File: config.mk
export PLATFORM = sky130hd
export DESIGN_NAME = sr_sequencer
export DESIGN_NICKNAME = d
export VERILOG_FILES = /design/src/rtl/sr_sequencer.sv
export SDC_FILE = /design/constraint.sdc
export NUM_CORES = 1
export LEC_CHECK = 0
export CORE_MARGIN = 2
export CORE_UTILIZATION = 30
export CTS_CLUSTER_SIZE = 8
export DETAILED_ROUTE_END_ITERATION = 12
export GPL_ROUTABILITY_DRIVEN = 0
export GPL_TIMING_DRIVEN = 0
export MAX_ROUTING_LAYER = met4
export PLACE_DENSITY = 0.44
export SKIP_CTS_REPAIR_TIMING = 1
export SYNTH_ARGS = -nofsm -noshare
export SYNTH_HDL_FRONTEND = slang
export SYNTH_SLANG_ARGS = --single-unit
File: constraint.sdc
create_clock -name CLK -period 1.7 [get_ports CLK]
set_clock_uncertainty 0.1 [all_clocks]
set_input_delay 0.17 -clock CLK [delete_from_list [all_inputs] [get_ports CLK]]
set_output_delay 0.17 -clock CLK [all_outputs]
set_load 0.02 [all_outputs]
File: src/rtl/sr_sequencer.sv
// Purpose: drives S/R of an external SR latch from two async requests (sync, debounce, edge-detect, pulse).
// Latency: S/R first high SYNC_STAGES+DEBOUNCE+1 edges after the request is first sampled high.
// Backpressure: events arriving while busy are held in one pending bit per input (repeats coalesce).
//
// Ports:
//   CLK       - system clock, all logic on rising edge
//   Reset     - synchronous, active-high reset
//   SetReq_a  - asynchronous set request (active high)
//   ClrReq_a  - asynchronous clear request (active high)
//   S, R      - registered, mutually exclusive latch drives
//   Qstate    - expected latch state (1 = set)
//   Busy      - high in SET_PULSE, CLR_PULSE and GAP
//   Conflict  - sticky: set and clear events seen in the same cycle
module sr_sequencer #(
    parameter int SYNC_STAGES = 2,
    parameter int DEBOUNCE    = 4,
    parameter int PULSE_LEN   = 2
) (
    input  logic CLK,
    input  logic Reset,
    input  logic SetReq_a,
    input  logic ClrReq_a,
    output logic S,
    output logic R,
    output logic Qstate,
    output logic Busy,
    output logic Conflict
);

    localparam int DB_W = (DEBOUNCE  < 2) ? 1 : $clog2(DEBOUNCE + 1);
    localparam int PC_W = (PULSE_LEN < 2) ? 1 : $clog2(PULSE_LEN + 1);

    typedef enum logic [1:0] {
        IDLE      = 2'd0,
        SET_PULSE = 2'd1,
        CLR_PULSE = 2'd2,
        GAP       = 2'd3
    } state_t;

    state_t state;

    // Index 0 carries the set request, index 1 the clear request.
    logic [1:0]             req_a;
    logic [SYNC_STAGES-1:0] sync_q [2];
    logic [DB_W-1:0]        db_cnt [2];
    logic [1:0]             lvl_q;
    logic [1:0]             lvl_prev_q;
    logic [1:0]             evt;
    logic                   set_evt;
    logic                   clr_evt;
    logic                   pend_set;
    logic                   pend_clr;
    logic [PC_W-1:0]        pulse_cnt;

    assign req_a   = {ClrReq_a, SetReq_a};
    // Rising edge of the debounced level; falling edges are ignored.
    assign evt     = lvl_q & ~lvl_prev_q;
    assign set_evt = evt[0];
    assign clr_evt = evt[1];

    // Front end: synchroniser chain and debounce counter per input.
    always_ff @(posedge CLK) begin
        if (Reset) begin
            for (int i = 0; i < 2; i++) begin
                sync_q[i] <= '0;
                db_cnt[i] <= '0;
            end
            lvl_q      <= '0;
            lvl_prev_q <= '0;
        end else begin
            lvl_prev_q <= lvl_q;
            for (int i = 0; i < 2; i++) begin
                sync_q[i] <= {sync_q[i][SYNC_STAGES-2:0], req_a[i]};
                if (sync_q[i][SYNC_STAGES-1] != lvl_q[i]) begin
                    // Flip on the cycle the count would reach DEBOUNCE.
                    if (db_cnt[i] == DB_W'(DEBOUNCE - 1)) begin
                        lvl_q[i]  <= ~lvl_q[i];
                        db_cnt[i] <= '0;
                    end else begin
                        db_cnt[i] <= db_cnt[i] + DB_W'(1);
                    end
                end else begin
                    db_cnt[i] <= '0;
                end
            end
        end
    end

    // Command FSM with registered outputs.
    always_ff @(posedge CLK) begin
        if (Reset) begin
            state     <= IDLE;
            S         <= 1'b0;
            R         <= 1'b0;
            Qstate    <= 1'b0;
            Busy      <= 1'b0;
            Conflict  <= 1'b0;
            pend_set  <= 1'b0;
            pend_clr  <= 1'b0;
            pulse_cnt <= '0;
        end else begin
            if (set_evt && clr_evt) begin
                Conflict <= 1'b1;
            end

            case (state)
                IDLE: begin
                    if (clr_evt || pend_clr) begin
                        // Clear wins; a simultaneous set waits as pending.
                        pend_clr <= 1'b0;
                        pend_set <= pend_set | set_evt;
                        if (Qstate) begin
                            state     <= CLR_PULSE;
                            R         <= 1'b1;
                            Busy      <= 1'b1;
                            pulse_cnt <= PC_W'(1);
                        end
                    end else if (set_evt || pend_set) begin
                        pend_set <= 1'b0;
                        if (!Qstate) begin
                            state     <= SET_PULSE;
                            S         <= 1'b1;
                            Busy      <= 1'b1;
                            pulse_cnt <= PC_W'(1);
                        end
                    end
                end

                SET_PULSE, CLR_PULSE: begin
                    pend_set <= pend_set | set_evt;
                    pend_clr <= pend_clr | clr_evt;
                    // pulse_cnt counts drive cycles already completed.
                    if (pulse_cnt == PC_W'(PULSE_LEN)) begin
                        state  <= GAP;
                        S      <= 1'b0;
                        R      <= 1'b0;
                        Qstate <= (state == SET_PULSE);
                    end else begin
                        pulse_cnt <= pulse_cnt + PC_W'(1);
                    end
                end

                GAP: begin
                    pend_set <= pend_set | set_evt;
                    pend_clr <= pend_clr | clr_evt;
                    state    <= IDLE;
                    Busy     <= 1'b0;
                end

                default: begin
                    state <= IDLE;
                    S     <= 1'b0;
                    R     <= 1'b0;
                    Busy  <= 1'b0;
                end
            endcase
        end
    end

endmodule

### Yosys cells after proc, flatten, opt, wreduce, memory -nomap -nowiden

Memories as Yosys holds them, arrays and structs flattened.
Index checks and enable logic that the tools add are counted.

| cells by class | value |
|---|---|
| eq/ne operators | 18 |
| muxes and demuxes | 58 |
| add/sub/neg operators | 3 |
| bitwise logic cells | 14 |
| reductions and logical operators | 16 |

Operators by type and width:

| kind | count |
|---|---|
| $mux W1 | 35 |
| $mux W2 | 10 |
| $mux W3 | 6 |
| $ne A2 B2 Y1 const B | 7 |
| $reduce_and A4 Y1 | 3 |
| $or A1 B1 Y1 | 10 |
| $pmux W1 S2 | 5 |
| $reduce_and A5 Y1 | 2 |
| $ne A3 B3 Y1 const B | 3 |
| $add A3 B1 Y3 const B | 2 |
| $eq A2 B2 Y1 const B | 3 |
| $eq A3 B2 Y1 const B | 2 |
| $pmux W2 S3 | 1 |
| $reduce_and A2 Y1 | 3 |
| $pmux W2 S2 | 1 |
| $reduce_bool A2 Y1 | 2 |
| $reduce_or A3 Y1 | 1 |
| $add A2 B1 Y2 const B | 1 |
| $and A2 B2 Y2 | 1 |
| $eq A2 B1 Y1 const B | 1 |
| $logic_not A2 Y1 | 1 |
| $logic_or A1 B1 Y1 | 2 |
| $ne A1 B1 Y1 | 2 |
| $not A1 Y1 | 2 |
| other kinds (3) | 3 |

| storage, ports and cells | value |
|---|---|
| output and inout bits | 5 |
| input bits | 4 |
| memory bits (writable) | 10 |
| word-level logic and storage cells | 123 |
| memories | 2 |
| bits in registers | 15 |

Memories:

| name | words | width | read ports | clocked after memory_dff | write ports | line | RTL |
|---|---|---|---|---|---|---|---|
| db_cnt | 2 | 3 | 2 | 0 | 2 | 45 | `logic [DB_W-1:0] db_cnt [2];` |
| sync_q | 2 | 2 | 2 | 0 | 2 | 44 | `logic [SYNC_STAGES-1:0] sync_q [2];` |

### Depth between registers and ports, before layout

| logic depth | value |
|---|---|
| depth in word-level cells | 8 |
| depth in mapped cells | 6 |
| mapped depth without buffers | 6 |

### Worst setup path after synthesis

Ideal clock, no wire load.

| timing | value |
|---|---|
| path type | register to register |
| from | register state[0] |
| to | register pulse_cnt[0] |
| data required time | 1.481 ns |
| path buffers | 0 |
| data arrival time | 1.512 ns |
| setup slack | -0.031 ns |
| period minus slack after synthesis | 1.731 ns |
| cell stages (with the launch flop) | 6 |
| setup time | 0.119 ns |
| cells stage by stage | dfxtp_1 -> inv_1 -> ha_1 -> inv_2 -> or4_1 -> o221a_1 |

| on the way | value |
|---|---|
| longest elaborated chain between the ends | 4 |
| elaborated cells between the ends (all ways) | 11 |
| classes of those cells | 6 x eq/ne; 1 x mux; 4 x reduce/logical |

RTL lines:

| item | line | RTL |
|---|---|---|
| start, declared | 40 | `state_t state;` |
| start signal, assigned | 92 | `state <= IDLE;` |
| start signal, assigned | 113 | `state <= CLR_PULSE;` |
| start signal, assigned | 121 | `state <= SET_PULSE;` |
| $eq A2 B1 Y1 or $eq A2 B2 Y1 (tied branches) | 106 | `case (state)` |
| $reduce_or A2 Y1 | 106 |  |
| $ne A2 B2 Y1 (no line) or $reduce_bool A2 Y1 (tied branches) | - |  |
| $reduce_and A5 Y1 (no line) | - |  |
| end signal, assigned | 139 | `pulse_cnt <= pulse_cnt + PC_W'(1);` |
| end, declared | 53 | `logic [PC_W-1:0] pulse_cnt;` |

Several ways; a longest one is shown, not always the timed one.
A chain may end at the register's enable or synchronous reset.

### Worst setup path after layout

Ends and elaborated chain as after synthesis.

==> metrics.md <==
| Metric | Value |
|---|---|
| Status | `completed` |
| Drt drc | `0` |
| Clock tree sinks | `25` |
| Row count | `22` |
| Capturing element type of the critical path | `flop` |
| Dpl hpwl | `1510 um` |
| DRT Wirelength | `2040 um` |
| YS warnings | `0` |
| Critical path class | `flop to flop` |
| Horiz. Die Dim | `66.3 um` |
| Synth Register Bits | `25` |
| Routed len/inst | `11.3 um` |
| Register Area | `566 sq um` |
| Reg2Reg Setup Slack | `70 ps` |
| Clock insertion delay at the later pin of the skew report | `270 ps` |
| Pwr per Cell Area | `743 nW/um^2` |
| Peak Freq | `613 MHz` |
| Detail Route Antenna Nets | `0` |
| Global Route Usage Sum | `11.4%` |
| Hold crit path type | `input port to flop` |
| Ports | `9` |
| Die height | `66.3 um` |
| Final hold viol count | `0` |
| Setup crit start | `state[0]` |
| Mapped cell area | `1160 sq um` |
| Maximum clock insertion buffer count | `2` |
| # port buffers | `7` |
| Router iterations before antenna repair | `4` |
| Setup crit start kind | `flop` |
| Core ar. | `3690 sq um` |
| FILL cells | `377` |
| Post-layout min period | `1630 ps` |
| Initial core utilization | `31.6%` |
| Clk slew on worst S/H paths | `90 ps` |
| Top FF cell, synth | `dfxtp_1` |
| N_diodes | `0` |
| Clk root buf | `clkbuf_8` |
| Synth-to-Final Area Change | `20.0%` |
| Largest net degree at the start of global routing | `16` |
| Fin. max-slew vios | `0` |
| M3 GR Usage | `2.04%` |
| EDFF count, synth | `6` |
| First-pass GRT wire length | `3690 um` |
| MaxCap Viol Count | `0` |
| Final core utilization | `37.9%` |
| Commonest non-fill, non-tap cells in the layout | `dfxtp_1 (17), nor2_1 (17), ha_1 (8), nor2b_1 (7), clkdlybuf4s50_1 (7)` |
| Synth async-reset ratio | `0%` |
| Crit-path max FO | `5` |
| CP arrival | `1700 ps` |
| Vias | `816` |
| Crit Reg-Reg Startpoint | `state[0]` |
| Multi-input logic area | `601 sq um` |
| Met1 Track Usage GR | `14.8%` |
| CTS tree | `built` |
| Final worst slack | `67.9 ps` |
| Setup slack at placement | `-70.9 ps` |
| Final Instance Count excl. Fillers | `180` |
| Pwr Total | `0.00104 W` |
| Cell total after placement | `175` |
| Sequential area share after synthesis | `48.1%` |
| Grt ovf | `0` |
| Fraction of layout cells with a size suffix above 1 | `16.7%` |
| Final period util | `96.0%` |
| Nets | `146` |
| Final setup violation count | `0` |
| Global route hottest layer | `met2` |
| WP data required | `1760 ps` |
| RSZ-0062 raised after global routing | `no` |
| Num CTS Buffers | `3` |
| Hold wc startpoint | `Reset` |
| Initial antenna violation count | `0` |
| Pleak | `0.572 nW` |
| Vias in the first global route | `808` |
| Mean post-synth cell area | `10.1 sq um` |
| Worst IR drop on VDD | `242 uV` |
| Vias per inst | `4.53` |
| 1st-iter DRT viols | `24` |
| Synth Instances | `115` |
| GR Util met2 | `17.1%` |
| Die area | `4400 sq um` |
| Synth unique cells | `32` |
| Max H-tree Level | `1` |
[layout make-up]
class / instances / area share [%]
plain buffers: 2 / 0.537
clock buffers: 3 / 2.95
clock inverters: 1 / 0.537
inverters: 10 / 2.69
multi-input cells: 83 / 43.0
flip-flops and latches: 25 / 40.5
well taps: 48 / 4.30
repair buffers: 8 / 5.55
[metal layers]
| metal | part of all wire, % | wire [um] | vias up |
|---|---|---|---|
| li1 | - | - | 422 |
| met1 | 54 | 1090 | 381 |
| met2 | 43 | 872 | 11 |
| met3 | 2.6 | 52 | 2 |
| met4 | 0.93 | 19 | 0 |
| met5 | 0 | 0 | - |
[sequential cells by signal (all words and copies together) (netlist names), 2 cells and up]
| name | count |
|---|---|
| db_cnt | 6 |
| state | 2 |
| pulse_cnt | 2 |
| sync_q | 4 |
| lvl_q | 2 |
| lvl_prev_q | 2 |
[kinds of logic after synthesis]
kind of cell | synth area share (%)
mux | 4.40
other cells | 0.322
compound gates | 14.4
buf+inv | 3.87
fa+ha+maj | 9.67
flops | 48.1
xor+xnor | 1.50
simple gates | 17.7
[final timing paths]
path / endpoint / cells after the start
worst min-delay path: sync_q[0][3] / 2
worst max-delay path: pulse_cnt[0] / 5
worst max register to register: pulse_cnt[0] / 5
worst min register to register: sync_q[0][1] / 1
[report_power, final]
group          internal [W]  switching (W)
clock network      0.000166       0.000199
logic             0.0000213      0.0000279
registers          0.000619     0.00000567
[critical path, cell delays in order (launching register included)]
cell,delay (ps)
dfxtp_4,380
inv_2,50
ha_4,270
inv_2,50
or4_1,460
o221a_1,220
[cell usage after synthesis, types with 2 or more instances]
master | n | share of area, %
dfxtp_1 | 19 | 33
edfxtp_1 | 6 | 15
nand2_1 | 5 | 1.6
inv_1 | 7 | 2.3
nand2b_1 | 2 | 1.1
inv_2 | 3 | 0.97
nor2b_1 | 9 | 4.8
or3_1 | 3 | 1.6
a21oi_1 | 4 | 1.7
ha_1 | 9 | 9.7
o211a_1 | 2 | 1.7
o21ai_0 | 2 | 0.86
a32o_1 | 2 | 1.7
o22ai_2 | 2 | 2.1
o21ai_1 | 2 | 0.86
mux2i_1 | 4 | 3.4
clkbuf_1 | 2 | 0.64
xnor2_1 | 2 | 1.5
nor2_1 | 17 | 5.5
[through the flow]
stage | TNS, ps | hold WS [ps] | cell area (sq um)
2_1_floorplan | 0 | 198 | 1200
3_3_place_gp | -36.5 | 318 | 1330
3_5_place_dp | -87.7 | 338 | 1330
4_1_cts | -121 | 198 | 1380
5_1_grt | 0 | 265 | 1400
6_report | 0 | 184 | 1400
No activity file was read; power rests on OpenSTA's default activity.
